## config.mk

```make
export PLATFORM = sky130hd
export DESIGN_NAME = axi_wr_rsp_gen
export DESIGN_NICKNAME = d
export VERILOG_FILES = /design/src/rtl/axi_pkg.sv /design/src/rtl/sync_fifo_fwft.sv /design/src/rtl/axi_wr_rsp_gen.sv
export SDC_FILE = /design/constraint.sdc
export NUM_CORES = 1
export LEC_CHECK = 0
export ABC_AREA = 0
export BUFFER_PORTS_ARGS = -buffer_cell sky130_fd_sc_hd__buf_4
export CAP_MARGIN = 10
export CORE_ASPECT_RATIO = 0.6
export CORE_MARGIN = 5
export CORE_UTILIZATION = 50
export DETAILED_ROUTE_END_ITERATION = 8
export PLACE_DENSITY_LB_ADDON = 0.08
export SLEW_MARGIN = 25
export SYNTH_ARGS = -nofsm -noshare
export SYNTH_HDL_FRONTEND = slang
export SYNTH_SLANG_ARGS = --single-unit
```

## constraint.sdc

```tcl
create_clock -name clk -period 6.2 [get_ports clk]
set_clock_uncertainty 0.2 [all_clocks]
set_input_delay 0 -clock clk [delete_from_list [all_inputs] [get_ports clk]]
set_output_delay 0 -clock clk [all_outputs]
set_load 0.005 [all_outputs]
```

## src/rtl/axi_pkg.sv

```systemverilog
`default_nettype none
// ============================================================================
// Module   : axi_pkg
// Brief    : Shared AXI B-channel types and response encoding helper.
// Revision : 1.0 - initial release
// ============================================================================
package axi_pkg;

  localparam int AXI_ID_W = 4;

  typedef enum logic [1:0] {
    OKAY   = 2'b00,
    EXOKAY = 2'b01,
    SLVERR = 2'b10,
    DECERR = 2'b11
  } resp_t;

  typedef struct packed {
    logic [AXI_ID_W-1:0] id;
    resp_t               resp;
    logic                user;
  } b_beat_t;

  // Decode error outranks slave error; EXOKAY is never produced by a slave write path.
  function automatic resp_t encode_resp(input logic slverr, input logic decerr);
    resp_t r;
    if (decerr)      r = DECERR;
    else if (slverr) r = SLVERR;
    else             r = OKAY;
    return r;
  endfunction

endpackage
`default_nettype wire

```

## src/rtl/sync_fifo_fwft.sv

```systemverilog
`default_nettype none
// ============================================================================
// Module   : sync_fifo_fwft
// Brief    : Single-clock first-word-fall-through FIFO; head is read from registered storage.
// Revision : 1.0 - initial release
// ============================================================================
module sync_fifo_fwft #(
  parameter int WIDTH = 8,
  parameter int DEPTH = 4
) (
  input  logic             clk,
  input  logic             rst_n,
  input  logic             push_i,
  input  logic [WIDTH-1:0] wdata_i,
  input  logic             pop_i,
  output logic             full_o,
  output logic             empty_o,
  output logic [WIDTH-1:0] head_o
);

  localparam int           AW       = $clog2(DEPTH);
  localparam logic [AW:0]  FULL_CNT = (AW+1)'(DEPTH);

  logic [WIDTH-1:0] mem_q [DEPTH];
  logic [AW-1:0]    wr_ptr_q, wr_ptr_d;
  logic [AW-1:0]    rd_ptr_q, rd_ptr_d;
  logic [AW:0]      count_q,  count_d;
  logic             do_push, do_pop;

  assign full_o  = (count_q == FULL_CNT);
  assign empty_o = (count_q == '0);
  assign head_o  = mem_q[rd_ptr_q];

  // A full FIFO refuses a push even when a pop frees a slot in the same cycle.
  assign do_push = push_i & ~full_o;
  assign do_pop  = pop_i  & ~empty_o;

  always_comb begin
    wr_ptr_d = wr_ptr_q;
    rd_ptr_d = rd_ptr_q;
    count_d  = count_q;
    if (do_push) wr_ptr_d = wr_ptr_q + AW'(1);
    if (do_pop)  rd_ptr_d = rd_ptr_q + AW'(1);
    case ({do_push, do_pop})
      2'b10:   count_d = count_q + (AW+1)'(1);
      2'b01:   count_d = count_q - (AW+1)'(1);
      default: count_d = count_q;
    endcase
  end

  always_ff @(posedge clk or negedge rst_n) begin
    if (!rst_n) begin
      wr_ptr_q <= '0;
      rd_ptr_q <= '0;
      count_q  <= '0;
    end else begin
      wr_ptr_q <= wr_ptr_d;
      rd_ptr_q <= rd_ptr_d;
      count_q  <= count_d;
    end
  end

  always_ff @(posedge clk) begin
    if (do_push) mem_q[wr_ptr_q] <= wdata_i;
  end

endmodule
`default_nettype wire

```

## src/rtl/axi_wr_rsp_gen.sv

```systemverilog
`default_nettype none
// ============================================================================
// Module   : axi_wr_rsp_gen
// Brief    : AXI slave write-response generator: completion queue, B channel,
//            outstanding-burst gating, protocol error flag and response stats.
// Revision : 1.0 - initial release
// ============================================================================
module axi_wr_rsp_gen
  import axi_pkg::*;
#(
  parameter int DEPTH           = 4,
  parameter int MAX_OUTSTANDING = 8,
  parameter int CNT_W           = 16
) (
  input  logic                clk,
  input  logic                rst_n,
  input  logic                cpl_valid,
  output logic                cpl_ready,
  input  logic [AXI_ID_W-1:0] cpl_id,
  input  logic                cpl_slverr,
  input  logic                cpl_decerr,
  input  logic                cpl_user,
  input  logic                aw_accept,
  output logic                aw_allow,
  output logic                bvalid,
  input  logic                bready,
  output logic [AXI_ID_W-1:0] bid,
  output logic [1:0]          bresp,
  output logic                buser,
  output logic [7:0]          outstanding,
  output logic [CNT_W-1:0]    cnt_okay,
  output logic [CNT_W-1:0]    cnt_slverr,
  output logic [CNT_W-1:0]    cnt_decerr,
  input  logic                err_clr,
  output logic                proto_err
);

  localparam int         BEAT_W  = $bits(b_beat_t);
  localparam logic [7:0] MAX_OUT = 8'(MAX_OUTSTANDING);

  b_beat_t           push_beat;
  b_beat_t           head_beat;
  logic [BEAT_W-1:0] head_raw;
  logic              fifo_full, fifo_empty;
  logic              b_hs;
  logic              viol;

  logic [7:0]        outstanding_q, outstanding_d;
  logic              proto_err_q,   proto_err_d;
  logic [CNT_W-1:0]  cnt_okay_q,    cnt_okay_d;
  logic [CNT_W-1:0]  cnt_slverr_q,  cnt_slverr_d;
  logic [CNT_W-1:0]  cnt_decerr_q,  cnt_decerr_d;

  assign push_beat = {cpl_id, encode_resp(cpl_slverr, cpl_decerr), cpl_user};
  assign head_beat = b_beat_t'(head_raw);

  sync_fifo_fwft #(
    .WIDTH (BEAT_W),
    .DEPTH (DEPTH)
  ) u_cpl_fifo (
    .clk     (clk),
    .rst_n   (rst_n),
    .push_i  (cpl_valid),
    .wdata_i (push_beat),
    .pop_i   (b_hs),
    .full_o  (fifo_full),
    .empty_o (fifo_empty),
    .head_o  (head_raw)
  );

  // Payload is forced to zero while idle so the bus never shows stale storage.
  assign cpl_ready = ~fifo_full;
  assign bvalid    = ~fifo_empty;
  assign bid       = bvalid ? head_beat.id   : '0;
  assign bresp     = bvalid ? head_beat.resp : 2'b00;
  assign buser     = bvalid ? head_beat.user : 1'b0;
  assign b_hs      = bvalid & bready;

  assign aw_allow    = (outstanding_q < MAX_OUT);
  assign outstanding = outstanding_q;
  assign proto_err   = proto_err_q;
  assign cnt_okay    = cnt_okay_q;
  assign cnt_slverr  = cnt_slverr_q;
  assign cnt_decerr  = cnt_decerr_q;

  always_comb begin
    outstanding_d = outstanding_q;
    viol          = 1'b0;
    case ({aw_accept, b_hs})
      2'b10: begin
        if (outstanding_q == MAX_OUT) viol = 1'b1;
        else                          outstanding_d = outstanding_q + 8'd1;
      end
      2'b01: begin
        if (outstanding_q == 8'd0) viol = 1'b1;
        else                       outstanding_d = outstanding_q - 8'd1;
      end
      default: outstanding_d = outstanding_q;
    endcase
    // A violation in the clearing cycle keeps the flag set.
    proto_err_d = viol | (proto_err_q & ~err_clr);
  end

  always_comb begin
    cnt_okay_d   = cnt_okay_q;
    cnt_slverr_d = cnt_slverr_q;
    cnt_decerr_d = cnt_decerr_q;
    if (b_hs) begin
      case (head_beat.resp)
        OKAY:    if (cnt_okay_q   != '1) cnt_okay_d   = cnt_okay_q   + CNT_W'(1);
        SLVERR:  if (cnt_slverr_q != '1) cnt_slverr_d = cnt_slverr_q + CNT_W'(1);
        DECERR:  if (cnt_decerr_q != '1) cnt_decerr_d = cnt_decerr_q + CNT_W'(1);
        default: ;
      endcase
    end
  end

  always_ff @(posedge clk or negedge rst_n) begin
    if (!rst_n) begin
      outstanding_q <= '0;
      proto_err_q   <= 1'b0;
      cnt_okay_q    <= '0;
      cnt_slverr_q  <= '0;
      cnt_decerr_q  <= '0;
    end else begin
      outstanding_q <= outstanding_d;
      proto_err_q   <= proto_err_d;
      cnt_okay_q    <= cnt_okay_d;
      cnt_slverr_q  <= cnt_slverr_d;
      cnt_decerr_q  <= cnt_decerr_d;
    end
  end

endmodule
`default_nettype wire

```

==> results.toml, run 1 <==
[synth]
ys.flop_type = "dfrtp_1"
syn_nets = 396
synth-edff-count = 28
ys_seq_elements = 92
avgSynthCellArea_um2 = 12.0
yosys.area.top_type = "dfrtp_1"
synthArstFlopShare_pct = 69.6
yosysWarnings = 0
synth_top_area_share_pct = 35.9
netlist_top_cells_area = "dfrtp_1, edfxtp_1, xnor2_1"
ys_seq_area_share_pct = 54.8
synth_cells = 370
yosysUniqueCellTypes = 52
synth_area_mm2 = 0.00446

[worst_setup_path]
startpoint = "u_cpl_fifo.rd_ptr_q[0]$_DFFE_PN0P_"
critPathMaxFanout = 14
rr_worst_depth = 4
cpMaxStageDelayCell = "nor3_2"
worst-endpoint-required_ps = 6220
reg2reg_from = "u_cpl_fifo.rd_ptr_q[0]$_DFFE_PN0P_"
crit_buf_inv = 0
cp.arrival_ps = 3010
cp_cell_sequence = "mux4_2, nand2b_4, nor3_2, mux2_2"
critPathTopFamily = "multiplexers"
reg2reg_slack_ps = 3210
crit_path_end_kind = "flop"
crit_type = "reg2reg"
reg2reg_to = "cnt_okay[1]$_DFFE_PN0P_"
start_kind = "flop"
max_stage_delay_ps = 780

[floorplan]
die_area_mm2 = 0.0110
die_height_um = 83.1
ioPinCount = 80
initial_core_util_pct = 51.9
row_count = 26
die_w_um = 132
core-area_mm2 = 0.00859

[clocking]
htreeDepth = 3
cts_buffers = 9
clk_path_buf_depth = 2
cts_tree = "done"
ctsRootBufferMaster = "clkbuf_16"
post_cts_buffers = 0
clkLatencyLatePin_ps = 340
path_clk_slew_ps = 60
clock_sinks = 92

[grt]
track_usage_pct = 18.1
antenna_found_initial = 0
busiest_layer = "met2"
grt_pass1_wl_mm = 16.1
grt_overflow = 0
met1_usage_pct = 26.0
grt_max_degree = 65
grt_use_met3_pct = 5.80
use_met2_pct = 26.8
first_global_vias = 3126

[pwr]
p_leak_nw = 2.48
switching_power_uw = 755
p_int_mw = 1.51
swShare_pct = 33.3
total_power_mw = 2.27
power.density_mw_per_mm2 = 406
p_seq_share_pct = 42.4
comb_power_share_pct = 31.7
ir_worst_vdd_mv = 0.249
clockPowerShare_pct = 25.9

[sta]
finalCritPeriodShare_pct = 48.2
fin_crit_ps = 2990
setup_viol = 0
tns_ps = 0
hold_violations = 0
tightest_slew_ps = 1010
final-max-slew-violation-count = 0
hold_ws_ps = 83.8
rsz0062_at_grt = "no"
max-slew-margin-rel_pct = 32.0
fmax_ghz = 0.334

[route]
num_vias = 3140
firstDrtPassIters = 4
post-route-drc-count = 0
drt-initial-drc-count = 253
vias_per_cell = 5.42
ant_nets = 0
routed_wl_mm = 9.66
wl_per_cell_um = 16.7

[final_layout]
n_fill_cell = 697
area_delta_synth_final_pct = 25.3
fin_nets = 488
postLayoutCellArea_mm2 = 0.00558
diodes = 0
drive_above_1_share_pct = 24.2

[hold_path]
hp-class = "in2async"

[placed_design]
dpl-instance-area_mm2 = 0.00513
io_buffers = 79
hpwl_mm = 6.79
gp_congestion = 0.828

[run]
maxCapViolCount = 0

[run_status]
status = "finished clean"
[what timing repair did]
action	4_1_cts	5_1_grt
endpoints found under the setup margin	0	0
hold buffers	13	0
resized for setup	0	0
endpoints found under the hold margin	97	0
[worst max-delay path by stage]
stage,to,slack [ps],cells after the start
floorplan,outstanding[6]$_DFFE_PN0P_,3620,10
global placement,cnt_okay[1]$_DFFE_PN0P_,3300,4
detailed placement,cnt_okay[1]$_DFFE_PN0P_,3230,4
CTS,cnt_okay[1]$_DFFE_PN0P_,3190,4
global route,outstanding[6]$_DFFE_PN0P_,2970,7
finish,cnt_okay[1]$_DFFE_PN0P_,3210,4
[sequential cells by signal, summed over array words and instances (netlist names)]
name	flops
cnt_decerr	16
cnt_slverr	16
u_cpl_fifo.count_q	3
u_cpl_fifo.wr_ptr_q	2
outstanding	8
u_cpl_fifo.mem_q	28
u_cpl_fifo.rd_ptr_q	2
proto_err	1
cnt_okay	16
[worst reg2reg max path: cells and delay by family (launching register included)]
family / cells / cell delay, ps
flip-flops: 1 / 690
multiplexers: 2 / 1050
AND/OR/NAND/NOR: 2 / 950
[synthesized netlist by cell type (all sizes together) (8+ instances only)]
master / instances
inv: 21
nand3: 24
nand4: 20
dfrtp: 64
xor2: 16
ha: 12
and3: 14
clkbuf: 8
nor2: 20
xnor2: 43
edfxtp: 28
nor2b: 9
nand2: 20
[logic make-up (layout without fill, tap and decap cells)]
logic type	after synthesis	count (layout)	synth area share (%)
and+or+nand+nor	133	133	16.6
DFF	92	92	54.8
xor gates and xnor gates	59	59	11.8
buffers and inverters	32	129	3.14
AOI/OAI and AO/OA	27	27	4.49
muxes	14	14	5.42
adders and majority gates	13	13	3.82
[layout by cell type (no fill, tap or decap), types with 2 or more instances in the layout]
cell type / instances
buf_4: 79
a31oi_1: 2
o31a_1: 2
mux2_2: 5
xnor2_1: 42
nand4_1: 19
nand3_1: 24
a41oi_1: 2
mux4_1: 2
edfxtp_1: 28
nor3_1: 6
dfrtp_1: 64
and2_1: 3
nor2b_1: 9
and3_1: 14
nand2_1: 20
and4_1: 3
ha_1: 12
mux4_2: 5
a21oi_1: 4
o21ai_0: 5
clkinv_4: 2
mux2i_1: 2
clkbuf_16: 9
xor2_1: 16
bufinv_16: 2
o211ai_1: 2
o221ai_1: 2
dlygate4sd3_1: 13
nand2b_1: 2
inv_1: 21
nor2_1: 20
nor4_1: 3
[routing by layer]
metal	routed length, µm	vias to the layer above
li1	-	1502
met3	500	12
met5	0	-
met1	4790	1550
met2	4280	76
met4	89	0
[power by group through the flow]
stage	clock, mW	sequential, mW	combinational (mW)
2_1_floorplan	0	0.884	0.492
6_report	0.587	0.961	0.719
3_3_place_gp	0	0.959	0.702
5_1_grt	0.628	0.986	0.798
3_5_place_dp	0	0.969	0.719
4_1_cts	0.601	0.959	0.730
[final cells by class]
class / count / area, µm² / area share (%)
clock buffers: 9 / 225 / 4.03
clock inverters: 7 / 98.8 / 1.77
inverters: 21 / 78.8 / 1.41
multi-input cells: 246 / 1870 / 33.6
flip-flops and latches: 92 / 2440 / 43.7
well taps: 112 / 140 / 2.51
repair buffers: 92 / 723 / 13.0
[per-stage QoR]
stage	instances	setup slack [ps]	utilization [%]
finish	579	3210	65.0
global route	579	2970	65.0
CTS	579	3190	65.0
detailed placement	550	3230	59.7
global placement	550	3300	59.7
floorplan	370	3620	-
(Power assumes the default switching activity.)
==> inputs of run 2 (changes only) <==
- clock period: 6.2 -> 3 ns (I/O delays scaled with it)
==> run 2 against run 1 <==
Effect of this change:
- via count is 0.25% higher
- maximum frequency up 11%
- sequential share of layout area fell by 0.36 points
- power increased by 110%
- largest power group unchanged
- routed wire length shrank 2.0%
- non-clock buffer count is 6 higher
- die area did not move
==> results.toml, run 2 (same netlist as run 1, synthesis figures left out) <==
[route]
wl_met2_mm = 4.14
wl_met1_mm = 4.68
drt-initial-drc-count = 212
post-route-drc-count = 0
vias_per_cell = 5.38
routed_wl_mm = 9.47
num_vias = 3148
dr_wl_met3_um = 588
top_layer = "met4"
firstDrtPassIters = 4
ant_nets = 0
wl_per_cell_um = 16.2

[floorplan]
core-area_mm2 = 0.00859
ioPinCount = 80
row_count = 26
initial_core_util_pct = 51.9
die_w_um = 132
die_height_um = 83.1
die_area_mm2 = 0.0110

[worst_setup_path]
start_kind = "flop"
critPathMaxFanout = 9
reg2reg_slack_ps = 310
crit_path_end_kind = "flop"
crit_type = "reg2reg"
startpoint = "u_cpl_fifo.count_q[2]$_DFFE_PN0P_"
cp.arrival_ps = 2760
reg2reg_to = "outstanding[6]$_DFFE_PN0P_"
reg2reg_from = "u_cpl_fifo.count_q[2]$_DFFE_PN0P_"
rr_worst_depth = 7
worst-endpoint-required_ps = 3070
endpoint = "outstanding[6]$_DFFE_PN0P_"

[pwr]
ir_worst_vdd_mv = 0.503
p_leak_nw = 2.51
power.density_mw_per_mm2 = 839

[final_layout]
postLayoutCellArea_mm2 = 0.00563
fin_util_pct = 65.5
final_cell_mix = "buf_4, dfrtp_1, xnor2_1"
fin_nets = 494
diodes = 0
drive_above_1_share_pct = 25.2
largest_reg_flops = 28
regMostFlops = "u_cpl_fifo.mem_q"
final_common_cell = "buf_4"
area_delta_synth_final_pct = 26.3

[sta]
setup_ws_ps = 305
max-slew-margin-rel_pct = 43.8
tns_ps = 0
finalCritPeriodShare_pct = 89.8
fin_crit_ps = 2690
rsz0062_at_grt = "no"
tightest_slew_ps = 842
setup_viol = 0
final-max-slew-violation-count = 0
hold_violations = 0
fmax_ghz = 0.371

[run]
maxCapViolCount = 0

[grt]
grt_max_degree = 65
grt_overflow = 0
track_usage_pct = 18.0
antenna_found_initial = 0
grt_pass1_wl_mm = 16.0
first_global_vias = 3060

[clocking]
ctsRootBufferMaster = "clkbuf_16"
clock_sinks = 92
clkLatencyLatePin_ps = 340
path_clk_slew_ps = 70
htreeDepth = 3
cts_buffers = 9
post_cts_buffers = 0
cts_resized = 0
clk_path_buf_depth = 2
cts_tree = "done"

[placed_design]
io_buffers = 79
post-place-ws_ps = 295
dpl-instance-area_mm2 = 0.00517
gp_congestion = 0.842
hpwl_mm = 6.69

[run_status]
status = "finished clean"

[hold_path]
hp-class = "in2async"
## run 2: worst min-delay path by stage
stage | start | endpoint | slack, ps | depth (start not counted)
2_1_floorplan | rst_n | cnt_decerr[0]$_DFFE_PN0P_ | -500 | 0
5_1_grt | cpl_id[0] | u_cpl_fifo.mem_q[1][3]$_DFFE_PP_ | 200 | 2
3_5_place_dp | rst_n | u_cpl_fifo.wr_ptr_q[1]$_DFFE_PN0P_ | -30 | 1
4_1_cts | rst_n | u_cpl_fifo.wr_ptr_q[1]$_DFFE_PN0P_ | 140 | 2
6_report | rst_n | cnt_okay[1]$_DFFE_PN0P_ | 100 | 2
3_3_place_gp | rst_n | u_cpl_fifo.wr_ptr_q[1]$_DFFE_PN0P_ | -40 | 1
## run 2: layout make-up
class / instances / area, µm²
fillers: 666 / 2960
flip-flops and latches: 92 / 2440
multi-input cells: 246 / 1870
repair buffers: 98 / 768
clock buffers: 9 / 225
well taps: 112 / 140
clock inverters: 7 / 100
inverters: 21 / 78.8
## run 2: layer usage
metal  GRT usage (%)  vias up
met2            25.6       87
met5               0        -
met4            3.08        0
li1                -     1515
met3            6.16        7
met1            27.1     1539
## run 2: critical path, stage by stage, from the launching register on
cell,delay [ps]
dfrtp_1,430
o31a_1,410
ha_1,330
mux2_2,310
a31oi_1,430
o221ai_1,210
a21oi_1,180
xnor2_1,130
## run 2: power breakdown
part	switching (mW)	leakage [nW]	internal, mW
Combinational	0.698	1.28	0.840
Clock	0.487	0.148	0.734
Sequential	0.381	1.08	1.58
Total	1.57	2.51	3.16
## run 2: what timing repair did
action                     CTS  global route
setup endpoints to repair    0             0
hold buffers                13             0
hold endpoints to repair    97             0
## run 2: per-stage QoR
step	hold WS [ps]	power, mW	std cells
6_report	96.3	4.72	585
2_1_floorplan	-496	2.84	370
5_1_grt	201	5.02	585
3_3_place_gp	-35.7	3.47	556
3_5_place_dp	-33.3	3.52	556
4_1_cts	139	4.77	585
